File: config.mk
export PLATFORM = sky130hd
export DESIGN_NAME = div_unit_flat
export DESIGN_NICKNAME = d
export VERILOG_FILES = /design/src/rtl/div_if.sv /design/src/rtl/div_unit.sv /design/src/flat_wrapper.sv
export SDC_FILE = /design/constraint.sdc
export NUM_CORES = 1
export LEC_CHECK = 0
export CAP_MARGIN = 20
export CORE_MARGIN = 5
export CORE_UTILIZATION = 55
export DETAILED_ROUTE_END_ITERATION = 6
export DONT_BUFFER_PORTS = 1
export GPL_ROUTABILITY_DRIVEN = 0
export PLACE_DENSITY = 0.75
export SYNTH_ARGS = -nofsm -noshare
export SYNTH_HDL_FRONTEND = slang
export SYNTH_SLANG_ARGS = --single-unit
export TNS_END_PERCENT = 5
File: constraint.sdc
create_clock -name clk -period 13.5 [get_ports clk]
set_input_delay 3.375 -clock clk [delete_from_list [all_inputs] [get_ports clk]]
set_output_delay 3.375 -clock clk [all_outputs]
set_load 0.02 [all_outputs]
File: src/rtl/div_if.sv
`default_nettype none
// ============================================================================
//  Module      : div_if
//  Description : Request/response bundle between EX-stage issue logic and the
//                multi-cycle divide unit.
//  Revision    : 1.0  initial release
// ============================================================================
interface div_if #(
   parameter int WIDTH = 32
);
   logic             req_valid;
   logic             req_ready;
   logic [1:0]       op;
   logic [WIDTH-1:0] operand1;
   logic [WIDTH-1:0] operand2;
   logic             resp_valid;
   logic             resp_ready;
   logic [WIDTH-1:0] result;
   logic             busy;

   // Requester side (core / testbench)
   modport master (
      output req_valid, op, operand1, operand2, resp_ready,
      input  req_ready, resp_valid, result, busy
   );

   // Divider side
   modport slave (
      input  req_valid, op, operand1, operand2, resp_ready,
      output req_ready, resp_valid, result, busy
   );
endinterface
`default_nettype wire

File: src/rtl/div_unit.sv
`default_nettype none
// ============================================================================
//  Module      : div_unit
//  Description : Multi-cycle RV32M divider (DIV/DIVU/REM/REMU), radix-2
//                restoring, one quotient bit per cycle, valid/ready handshake.
//  Revision    : 1.0  initial release
// ============================================================================
module div_unit #(
   parameter int WIDTH = 32
) (
   input  logic   clk,
   input  logic   rst,
   div_if.slave   bus
);

   localparam int               CW    = $clog2(WIDTH + 1);
   localparam logic [WIDTH-1:0] C_MIN = {1'b1, {(WIDTH-1){1'b0}}};
   localparam logic [CW-1:0]    C_LAST = CW'(WIDTH);

   typedef enum logic [1:0] {
      S_IDLE = 2'd0,
      S_CALC = 2'd1,
      S_DONE = 2'd2
   } state_t;

   state_t           r_state;
   logic [CW-1:0]    r_cnt;
   logic [WIDTH-1:0] r_dvd;      // dividend shifts out the top, quotient fills the bottom
   logic [WIDTH-1:0] r_rem;
   logic [WIDTH-1:0] r_div;      // |divisor|
   logic             r_is_rem;
   logic             r_neg_q;
   logic             r_neg_r;
   logic [WIDTH-1:0] r_result;
   logic             r_req_ready;
   logic             r_resp_valid;
   logic             r_busy;

   // Request decode: operand magnitudes and the two short-circuit cases
   logic             w_signed;
   logic             w_div_zero;
   logic             w_ovf;
   logic [WIDTH-1:0] w_abs_a;
   logic [WIDTH-1:0] w_abs_b;
   logic [WIDTH-1:0] w_special;

   assign w_signed   = ~bus.op[0];
   assign w_div_zero = (bus.operand2 == '0);
   assign w_ovf      = w_signed && (bus.operand1 == C_MIN) && (bus.operand2 == '1);
   assign w_abs_a    = (w_signed && bus.operand1[WIDTH-1]) ? -bus.operand1 : bus.operand1;
   assign w_abs_b    = (w_signed && bus.operand2[WIDTH-1]) ? -bus.operand2 : bus.operand2;
   assign w_special  = w_div_zero ? (bus.op[1] ? bus.operand1 : '1)
                                  : (bus.op[1] ? '0 : C_MIN);

   // One restoring step; the compare is done at WIDTH+1 bits so a partial
   // remainder with its top bit set still compares correctly.
   logic [WIDTH:0]   w_rem_sh;
   logic [WIDTH:0]   w_diff;
   logic             w_qbit;
   logic [WIDTH-1:0] w_rem_nx;

   assign w_rem_sh = {r_rem, r_dvd[WIDTH-1]};
   assign w_diff   = w_rem_sh - {1'b0, r_div};
   assign w_qbit   = ~w_diff[WIDTH];
   assign w_rem_nx = w_qbit ? w_diff[WIDTH-1:0] : w_rem_sh[WIDTH-1:0];

   // Sign fix-up applied when leaving CALC
   logic [WIDTH-1:0] w_q_fix;
   logic [WIDTH-1:0] w_r_fix;

   assign w_q_fix = r_neg_q ? -r_dvd : r_dvd;
   assign w_r_fix = r_neg_r ? -r_rem : r_rem;

   // Control FSM and datapath with registered handshake outputs
   always_ff @(posedge clk or posedge rst) begin
      if (rst) begin
         r_state      <= S_IDLE;
         r_cnt        <= '0;
         r_dvd        <= '0;
         r_rem        <= '0;
         r_div        <= '0;
         r_is_rem     <= 1'b0;
         r_neg_q      <= 1'b0;
         r_neg_r      <= 1'b0;
         r_result     <= '0;
         r_req_ready  <= 1'b1;
         r_resp_valid <= 1'b0;
         r_busy       <= 1'b0;
      end else begin
         case (r_state)
            S_IDLE: begin
               if (bus.req_valid) begin
                  r_req_ready <= 1'b0;
                  r_busy      <= 1'b1;
                  if (w_div_zero || w_ovf) begin
                     r_result     <= w_special;
                     r_resp_valid <= 1'b1;
                     r_state      <= S_DONE;
                  end else begin
                     r_dvd    <= w_abs_a;
                     r_div    <= w_abs_b;
                     r_rem    <= '0;
                     r_cnt    <= '0;
                     r_is_rem <= bus.op[1];
                     r_neg_q  <= w_signed && (bus.operand1[WIDTH-1] ^ bus.operand2[WIDTH-1]);
                     r_neg_r  <= w_signed && bus.operand1[WIDTH-1];
                     r_state  <= S_CALC;
                  end
               end
            end
            S_CALC: begin
               if (r_cnt == C_LAST) begin
                  r_result     <= r_is_rem ? w_r_fix : w_q_fix;
                  r_resp_valid <= 1'b1;
                  r_state      <= S_DONE;
               end else begin
                  r_rem <= w_rem_nx;
                  r_dvd <= {r_dvd[WIDTH-2:0], w_qbit};
                  r_cnt <= r_cnt + 1'b1;
               end
            end
            S_DONE: begin
               if (bus.resp_ready) begin
                  r_resp_valid <= 1'b0;
                  r_busy       <= 1'b0;
                  r_req_ready  <= 1'b1;
                  r_state      <= S_IDLE;
               end
            end
            default: begin
               r_state      <= S_IDLE;
               r_req_ready  <= 1'b1;
               r_resp_valid <= 1'b0;
               r_busy       <= 1'b0;
            end
         endcase
      end
   end

   assign bus.req_ready  = r_req_ready;
   assign bus.resp_valid = r_resp_valid;
   assign bus.result     = r_result;
   assign bus.busy       = r_busy;

endmodule
`default_nettype wire
File: src/flat_wrapper.sv
// flat-port wrapper written by rule: the top's interface ports become plain ports
module div_unit_flat 
#(
   parameter int WIDTH = 32
)
  (clk, rst, bus_req_valid, bus_op, bus_operand1, bus_operand2, bus_resp_ready, bus_req_ready, bus_resp_valid, bus_result, bus_busy);
  div_if #(.WIDTH(WIDTH)) bus_i ();
  input  logic clk;
  input  logic rst;
  input wire logic [$bits(bus_i.req_valid)-1:0] bus_req_valid;
  input wire logic [$bits(bus_i.op)-1:0] bus_op;
  input wire logic [$bits(bus_i.operand1)-1:0] bus_operand1;
  input wire logic [$bits(bus_i.operand2)-1:0] bus_operand2;
  input wire logic [$bits(bus_i.resp_ready)-1:0] bus_resp_ready;
  output wire logic [$bits(bus_i.req_ready)-1:0] bus_req_ready;
  output wire logic [$bits(bus_i.resp_valid)-1:0] bus_resp_valid;
  output wire logic [$bits(bus_i.result)-1:0] bus_result;
  output wire logic [$bits(bus_i.busy)-1:0] bus_busy;
  assign bus_i.req_valid = bus_req_valid;
  assign bus_i.op = bus_op;
  assign bus_i.operand1 = bus_operand1;
  assign bus_i.operand2 = bus_operand2;
  assign bus_i.resp_ready = bus_resp_ready;
  assign bus_req_ready = bus_i.req_ready;
  assign bus_resp_valid = bus_i.resp_valid;
  assign bus_result = bus_i.result;
  assign bus_busy = bus_i.busy;
  div_unit #(.WIDTH(WIDTH)) u_core (.clk(clk), .rst(rst), .bus(bus_i));
endmodule
Word level (Yosys, flattened, before mapping)
Cells that the tools add are included.
{"block": "totals", "reg_bits": 142, "word_cells": 89}
{"block": "op_classes", "add_sub_neg": 6, "eq_ne": 11, "muxes": 40, "bitwise_logic": 5, "n_reduce_logical": 15}
{"operator": "$mux W32", "count": 18}
{"operator": "$pmux W32 S2", "count": 3}
{"operator": "$neg A32 Y32", "count": 4}
{"operator": "$eq A32 B32 Y1 const B", "count": 2}
{"operator": "$sub A33 B32 Y33", "count": 1}
{"operator": "$logic_not A32 Y1", "count": 1}
{"operator": "$mux W6", "count": 3}
{"operator": "$pmux W6 S2", "count": 1}
{"operator": "$reduce_and A4 Y1", "count": 3}
{"operator": "$pmux W1 S3", "count": 3}
{"operator": "$reduce_and A3 Y1", "count": 3}
{"operator": "$mux W2", "count": 4}
{"operator": "$ne A2 B2 Y1 const B", "count": 4}
{"operator": "$mux W1", "count": 7}
{"operator": "$add A6 B1 Y6 const B", "count": 1}
{"operator": "$eq A6 B6 Y1 const B", "count": 1}
{"operator": "$pmux W2 S3", "count": 1}
{"operator": "$logic_and A1 B1 Y1", "count": 5}
{"operator": "$ne A2 B1 Y1 const B", "count": 2}
{"operator": "$not A1 Y1", "count": 4}
{"operator": "$eq A2 B1 Y1 const B", "count": 1}
{"operator": "$eq A2 B2 Y1 const B", "count": 1}
{"operator": "$logic_not A2 Y1", "count": 1}
{"operator": "$reduce_bool A2 Y1", "count": 1}
{"operator": "2 further kinds", "count": 2}

Longest topological paths before layout
Gate-level depths: netlist of the first run.
{"block": "depth", "word_depth": 7, "ltp_mapped": 13, "ltp_nobuf": 12}

Least setup slack after synthesis of the first run
Ideal clock, no wire load.
{"block": "synth_timing", "path_type": "input -> register", "startpoint": "input bus_operand1[0]", "endpoint": "register u_core.r_dvd[11]", "t_arrival_ns": 5.545, "t_required_ns": 13.374, "setup_slack_ns": 7.829, "path_stages": 10, "path_cell_list": "inv_1 -> ha_1 -> nand2b_1 -> and2b_1 -> nand3_1 -> o21ai_1 -> nor3b_1 -> nor2_4 -> buf_2 -> a221o_1"}
{"block": "synth_via", "elab_chain_cells": 6}
{"item": "start: declaration", "line_no": "flat_wrapper.sv:12", "text": "input wire logic [$bits(bus_i.operand1)-1:0] bus_operand1;"}
{"item": "branches (longest 6 deep; another with $neg A32 Y32)"}
{"item": "end signal: assignment", "line_no": "div_unit.sv:100", "text": "r_dvd <= w_abs_a;"}
{"item": "end signal: assignment", "line_no": "div_unit.sv:118", "text": "r_dvd <= {r_dvd[WIDTH-2:0], w_qbit};"}
{"item": "end: declaration", "line_no": "div_unit.sv:28", "text": "logic [WIDTH-1:0] r_dvd;"}
Several ways; the timed one is not identified. The select of a mux whose other input is x is not followed.
A chain may end at the register's enable or synchronous reset.

Final worst setup path of the first run
{"block": "layout_timing", "startpoint": "input bus_operand1[3]", "endpoint": "register u_core.r_dvd[30]"}
The elaborated chain is that of the path after synthesis.

==> results.cfg, run 1 <==
[outcome]
outcome = finished, final reports clean

[job]
max_cap_violations = 0

[global_route]
track_usage_pct = 26.4
grt_max_degree = 95
antenna_found_initial = 0
grt_pass1_vias = 9394
grt_pass1_wl_microns = 48300
overflow = 0

[critical_path]
r2r-start = u_core.r_dvd[31]
crit_path_max_fanout = 36
critPathArrivalTime_ns = 6.76
worstSetupPathType = in -> reg
required_ns = 13.83
start_kind = input port
crit_start = bus_operand1[3]
worstSetupEndpointType = flip-flop

[detailed_routing]
final_antenna_net_count = 0
vias = 9998
postRouteWirelength_microns = 29400
vias_per_cell = 6.38
first_pass_iters = 6
drc = 0
drt-initial-drc-count = 1018
avgRoutedWirePerCell_microns = 18.8

[place]
place_inst = 1536
placed_cell_area_sq_mm = 0.0110
dp_hpwl_microns = 21500
portBuffers = 0
dp_slack_ns = 6.72

[synthesis]
ys.flop_type = dfrtp_1
seq_area_frac_synth_pct = 32.8
synthArstFlopShare_pct = 100
syn-num-nets = 1443
synthCells = 1333
synth_area_leaders = dfrtp_1 (33%), xor2_1 (6.5%), o21ai_0 (6.1%), xnor2_1 (4.9%), nand2_1 (4.7%)
synth_edf_count = 0
synth_area_per_cell_sq_um = 8.13
ys_seq_elements = 142
netlist_area_sq_mm = 0.0108
synth.largest_area_cell = dfrtp_1
synth_warnings = 0
synth_top_area_share_pct = 32.6
synth_cell_types = 78

[clock_network]
path_clk_slew_ns = 0.06
ctsResizeCount = 0
cts_tree = built
cts_buffers = 17
cts_hold_buf = 0
postCtsSetupBuffers = 0
h-tree-depth = 4
clock_latency_ns = 0.43
clockBufferDepth = 2
clock-sinks = 142
cts-root-buf = clkbuf_16

[cells_and_area]
area_growth_pct = 7.51
fin_nets = 1401
design_area_sq_mm = 0.0116
fin_util_pct = 60.0
nFillCells = 1734
fin_cells = 1568
n_antenna_cell = 0
layout-drive-gt1-share_pct = 6.06

[min_path]
hp-class = reg -> reg
hp-start = u_core.r_div[21]

[die]
core_sq_mm = 0.0194
io_pins = 105
dieArea_sq_mm = 0.0226
rows = 51
die-width_microns = 150
start_util_pct = 55.9
die_height_microns = 150

[sta]
slew_headroom_pct = 34.7
finalHoldViolCount = 0
setup-tns-final_ns = 0
finalSetupViolCount = 0
finalWorstSetupSlack_ns = 7.07
worstMarginPinSlew_ns = 0.980
clock_skew_ns = 0.0105
whs_ns = 0.477
fmax_mhz = 156
rsz0062_at_grt = no
min_period_ns = 6.43
maxSlewViolCount = 0
fin_crit_sh_pct = 47.6

[pwr]
switchingPower_mw = 1.64
seq_power_share_pct = 27.9
combPwrFrac_pct = 56.8
p_total_mw = 3.43
swShare_pct = 47.9
power_density_mw_per_mm2 = 295
vdd_drop_max_v = 0.000220
leakage_nw = 4.74
power_frac_clock_pct = 15.3
p_int_mw = 1.79
-- power groups by stage --
stage	Combinational, mW	Sequential [mW]	Clock (mW)
floorplan	1.57	0.862	0
detailed placement	1.91	0.955	0
global route	2.19	0.988	0.546
CTS	1.92	0.951	0.529
finish	1.95	0.957	0.526
global placement	1.86	0.948	0
-- final timing paths --
| check | to | slack (ns) | cells after the start |
|---|---|---|---|
| setup / recovery | u_core.r_dvd[30] | 7.07 | 11 |
| hold / removal | u_core.r_div[21] | 0.48 | 2 |
| setup reg to reg | u_core.r_rem[1] | 9.59 | 13 |
| hold reg to reg | u_core.r_div[21] | 0.48 | 2 |
| max in group asynchronous | u_core.r_div[23] | 9.35 | 2 |
| min in group asynchronous | u_core.r_dvd[5] | 2.92 | 1 |
-- cells in the final DEF (no fill, tap or decap), types with 16 or more instances in the layout --
cell       netlist  layout
clkbuf_16        0      17
inv_1           57      56
xor2_1          80      79
o41ai_1         19      19
ha_1            39      39
or3_1           19      19
o211ai_1        26      26
a21oi_1         78      78
o21ai_0        132     132
o31ai_1         31      31
nand2b_1        16      16
a31oi_1         18      18
nand3_1         66      66
xnor2_1         61      60
dfrtp_1        141     141
nor3_1          19      19
nand4_1         20      20
nand2_1        135     135
nor2_1         111     111
-- cell usage after synthesis (20+ instances only) --
cell type	count
o31ai_1	31
nand4_1	20
o211ai_1	26
xor2_1	80
o21ai_0	132
a21oi_1	78
nor2_1	111
inv_1	57
xnor2_1	61
nand2_1	135
dfrtp_1	141
nand3_1	66
ha_1	39
clkbuf_1	58
-- metal layers --
layer	vias up	share of wire, %	GRT usage, %	wire (microns)
li1	4765	-	-	-
met3	60	9.4	5.60	2760
met1	4686	45	37.4	13100
met4	0	2.2	8.51	634
met2	487	44	40.6	12900
met5	-	0	0	0
-- layout make-up --
cell class	count	area [sq um]	area share, %
clock inverter	11	188	1.61
clock buffer	20	467	4.01
timing repair buffer	15	113	0.967
tap	265	332	2.85
inverter	57	219	1.88
sequential	142	3550	30.5
multi-input combinational	1058	6780	58.2
-- worst max-delay path, stage by stage --
cell and delay [ns]:
or4_1 0.60, nor4_2 0.26, and2b_1 0.29, nand3_1 0.27, o21ai_1 0.36, nor3b_1 0.10, buf_4 0.18, nor2_4 0.54
buf_4 0.50, a22oi_1 0.12, o21ai_0 0.13
-- sequential cells by signal, summed over array words and instances (netlist names) --
| register | flops |
|---|---|
| u_core.r_is_rem | 1 |
| u_core.bus.busy | 1 |
| u_core.r_div | 32 |
| u_core.r_state | 2 |
| u_core.r_dvd | 32 |
| u_core.r_cnt | 6 |
| u_core.bus.req_ready | 1 |
| u_core.r_neg_r | 1 |
| u_core.r_neg_q | 1 |
| u_core.r_rem | 32 |
| u_core.bus.resp_valid | 1 |
| u_core.bus.result | 32 |
-- logic make-up (layout without fill, tap and decap cells) --
group / after synthesis / after routing / synth area share [%]
and+or+nand+nor: 451 / 451 / 20.1
AOI/OAI and AO/OA: 417 / 417 / 25.3
DFF: 142 / 142 / 32.8
xor gates and xnor gates: 141 / 141 / 11.4
buffers and inverters: 133 / 103 / 4.84
adders and majority gates: 40 / 40 / 4.69
muxes: 9 / 9 / 0.878
Note: power is estimated with default switching activity, not from simulation.
==> inputs of run 2 (changes only) <==
- ABC_AREA: default -> 1
- PLACE_DENSITY: 0.75 -> 0.78
- clock period: 13.5 -> 5.3 ns (I/O delays scaled with it)
==> results.cfg, run 2 <==
[synthesis]
ys_top_cells_by_count = nand2_1 (865), inv_1 (303), nand3_1 (281)
synth_cell_types = 42
synth.largest_area_cell = dfrtp_1
ys.flop_type = dfrtp_1
synth_area_leaders = dfrtp_1 (26%), nand2_1 (24%), nand3_1 (10%), inv_1 (8.3%), nor2_1 (6.2%)
synth_area_per_cell_sq_um = 5.85
synthArstFlopShare_pct = 100
synth_most_common_cell = nand2_1
synth_warnings = 0
synth_edf_count = 0
netlist_area_sq_mm = 0.0137
seq_area_frac_synth_pct = 26.0
ys_seq_elements = 142
synthCells = 2336
synth_top_area_share_pct = 25.8
syn-num-nets = 2446

[outcome]
outcome = finished, final reports clean

[cells_and_area]
fin_util_pct = 58.6
final_cell_mix = nand2_1 (865), inv_1 (302), nand3_1 (281), nor2_1 (222), dfrtp_1 (141)
fin_cells = 2627
layout_commonest_cell = nand2_1
area_growth_pct = 4.56
layout-drive-gt1-share_pct = 4.26
multiInputGateArea_sq_mm = 0.00851
n_antenna_cell = 0
nFillCells = 2469
seq_area_sq_mm = 0.00355
fin_nets = 2400

[pwr]
power_frac_clock_pct = 11.1
switchingPower_mw = 6.05
vdd_drop_max_v = 0.000537
power_density_mw_per_mm2 = 736
swShare_pct = 57.6
p_int_mw = 4.46
leakage_nw = 7.60
combPwrFrac_pct = 66.7
seq_power_share_pct = 22.2
p_total_mw = 10.5

[critical_path]
r2r_slack_ns = 1.92
worstSetupEndpointType = flip-flop
required_ns = 5.63
reg2regPathDepth = 16
r2r-start = u_core.r_dvd[31]
crit_end = u_core.r_rem[28]
worstSetupPathType = reg -> reg
crit_start = u_core.r_dvd[31]
crit_path_max_fanout = 22
critPathArrivalTime_ns = 3.71
timing.rr.end = u_core.r_rem[28]
start_kind = flip-flop

[sta]
maxSlewViolCount = 0
slew_headroom_pct = 28.3
setup-tns-final_ns = 0
clock_skew_ns = 0.0174
fin_crit_sh_pct = 63.8
whs_ns = 0.485
rsz0062_at_grt = no
fmax_mhz = 296
finalHoldViolCount = 0
min_period_ns = 3.38
finalSetupViolCount = 0
worstMarginPinSlew_ns = 1.07

[detailed_routing]
first_pass_iters = 6
drt-initial-drc-count = 1722
vias_per_cell = 5.72
postRouteWirelength_microns = 43200
vias = 15000
drc = 0
avgRoutedWirePerCell_microns = 16.4
final_antenna_net_count = 0

[global_route]
grt_max_degree = 70
grt_pass1_vias = 13500
overflow = 0
track_usage_pct = 29.8
antenna_found_initial = 0
grt_pass1_wl_microns = 69000

[min_path]
hold-path-cell-count = 2
hp-class = reg -> reg

[die]
start_util_pct = 56.0
dieArea_sq_mm = 0.0281
die_height_microns = 168
die-width_microns = 168
rows = 57
io_pins = 105
core_sq_mm = 0.0244

[clock_network]
clock-sinks = 142
h-tree-depth = 4
cts_hold_buf = 0
cts-root-buf = clkbuf_16
clock_latency_ns = 0.44
path_clk_slew_ns = 0.07
ctsResizeCount = 0
cts_tree = built
clockBufferDepth = 2
cts_buffers = 17
postCtsSetupBuffers = 0

[place]
place_inst = 2595
portBuffers = 0
dp_hpwl_microns = 33100

[job]
max_cap_violations = 0
[run 2: changes by cell type after synthesis, sizes merged, moves of 21 or more]
| cell | delta |
|---|---|
| nor2 | +133 |
| nand2 | +738 |
| o31ai | -30 |
| clkbuf | -32 |
| buf | +32 |
| xnor2 | -50 |
| o41ai | -21 |
| nand4 | +30 |
| xor2 | -35 |
| inv | +255 |
| nand3 | +218 |
| a21oi | -34 |
[run 2: final cells by class]
cell class                 count  share of cell area (%)
multi-input combinational   1805                    59.6
sequential                   142                    24.9
inverter                     313                    8.27
clock buffer                  17                    2.98
tap                          324                    2.84
clock inverter                15                   0.876
timing repair buffer          11                   0.578
[run 2: how the worst min path moves through the flow]
stage | from | endpoint | slack [ns]
after floorplan | u_core.r_div[26] | u_core.r_div[26] | 0.45
after global placement | u_core.r_div[13] | u_core.r_div[13] | 0.47
after detailed placement | u_core.r_div[26] | u_core.r_div[26] | 0.47
after CTS | u_core.r_div[26] | u_core.r_div[26] | 0.49
after global routing | u_core.r_div[26] | u_core.r_div[26] | 0.51
final | u_core.r_div[26] | u_core.r_div[26] | 0.48
[run 2: layer usage]
metal | wire length, microns | vias to the layer above | global-route usage, %
li1 | - | 7302 | -
met1 | 18000 | 6764 | 41.3
met2 | 19100 | 817 | 46.6
met3 | 4380 | 132 | 6.15
met4 | 1650 | 0 | 9.99
met5 | 0 | - | 0
[run 2: metrics by stage]
step	setup slack, ns	instance area [sq um]
final	1.92	14300
after global routing	1.56	14300
after CTS	1.99	14300
after detailed placement	1.55	13700
after global placement	1.67	13700
after floorplan	0.167	13700
[run 2: power by group through the flow]
stage	sequential (mW)	clock (mW)	combinational, mW
floorplan	2.09	0	5.45
global placement	2.31	0	6.69
detailed placement	2.32	0	6.83
CTS	2.31	1.16	6.90
global route	2.38	1.21	7.90
finish	2.33	1.17	7.01
[run 2: logic make-up after synthesis]
| family | count (synthesis) | share of synthesized area (%) |
|---|---|---|
| flops | 142 | 26.0 |
| xor+xnor | 56 | 3.59 |
| simple gates | 1491 | 46.5 |
| compound gates | 218 | 8.41 |
| fa+ha+maj | 40 | 3.72 |
| buf+inv | 389 | 11.8 |
[run 2: worst max-delay path, stage by stage, from the launching register on]
cell	delay, ns
dfrtp_1	0.40
inv_1	0.17
ha_1	0.24
fa_1	0.24
inv_1	0.08
nand2_1	0.07
nand2_1	0.06
nand3_1	0.08
nand2_2	0.09
nand2_1	0.08
nand2_1	0.09
nand2_1	0.11
nand3_1	0.61
nand2_2	0.64
nand2_1	0.13
nand3_1	0.12
nand2_1	0.06
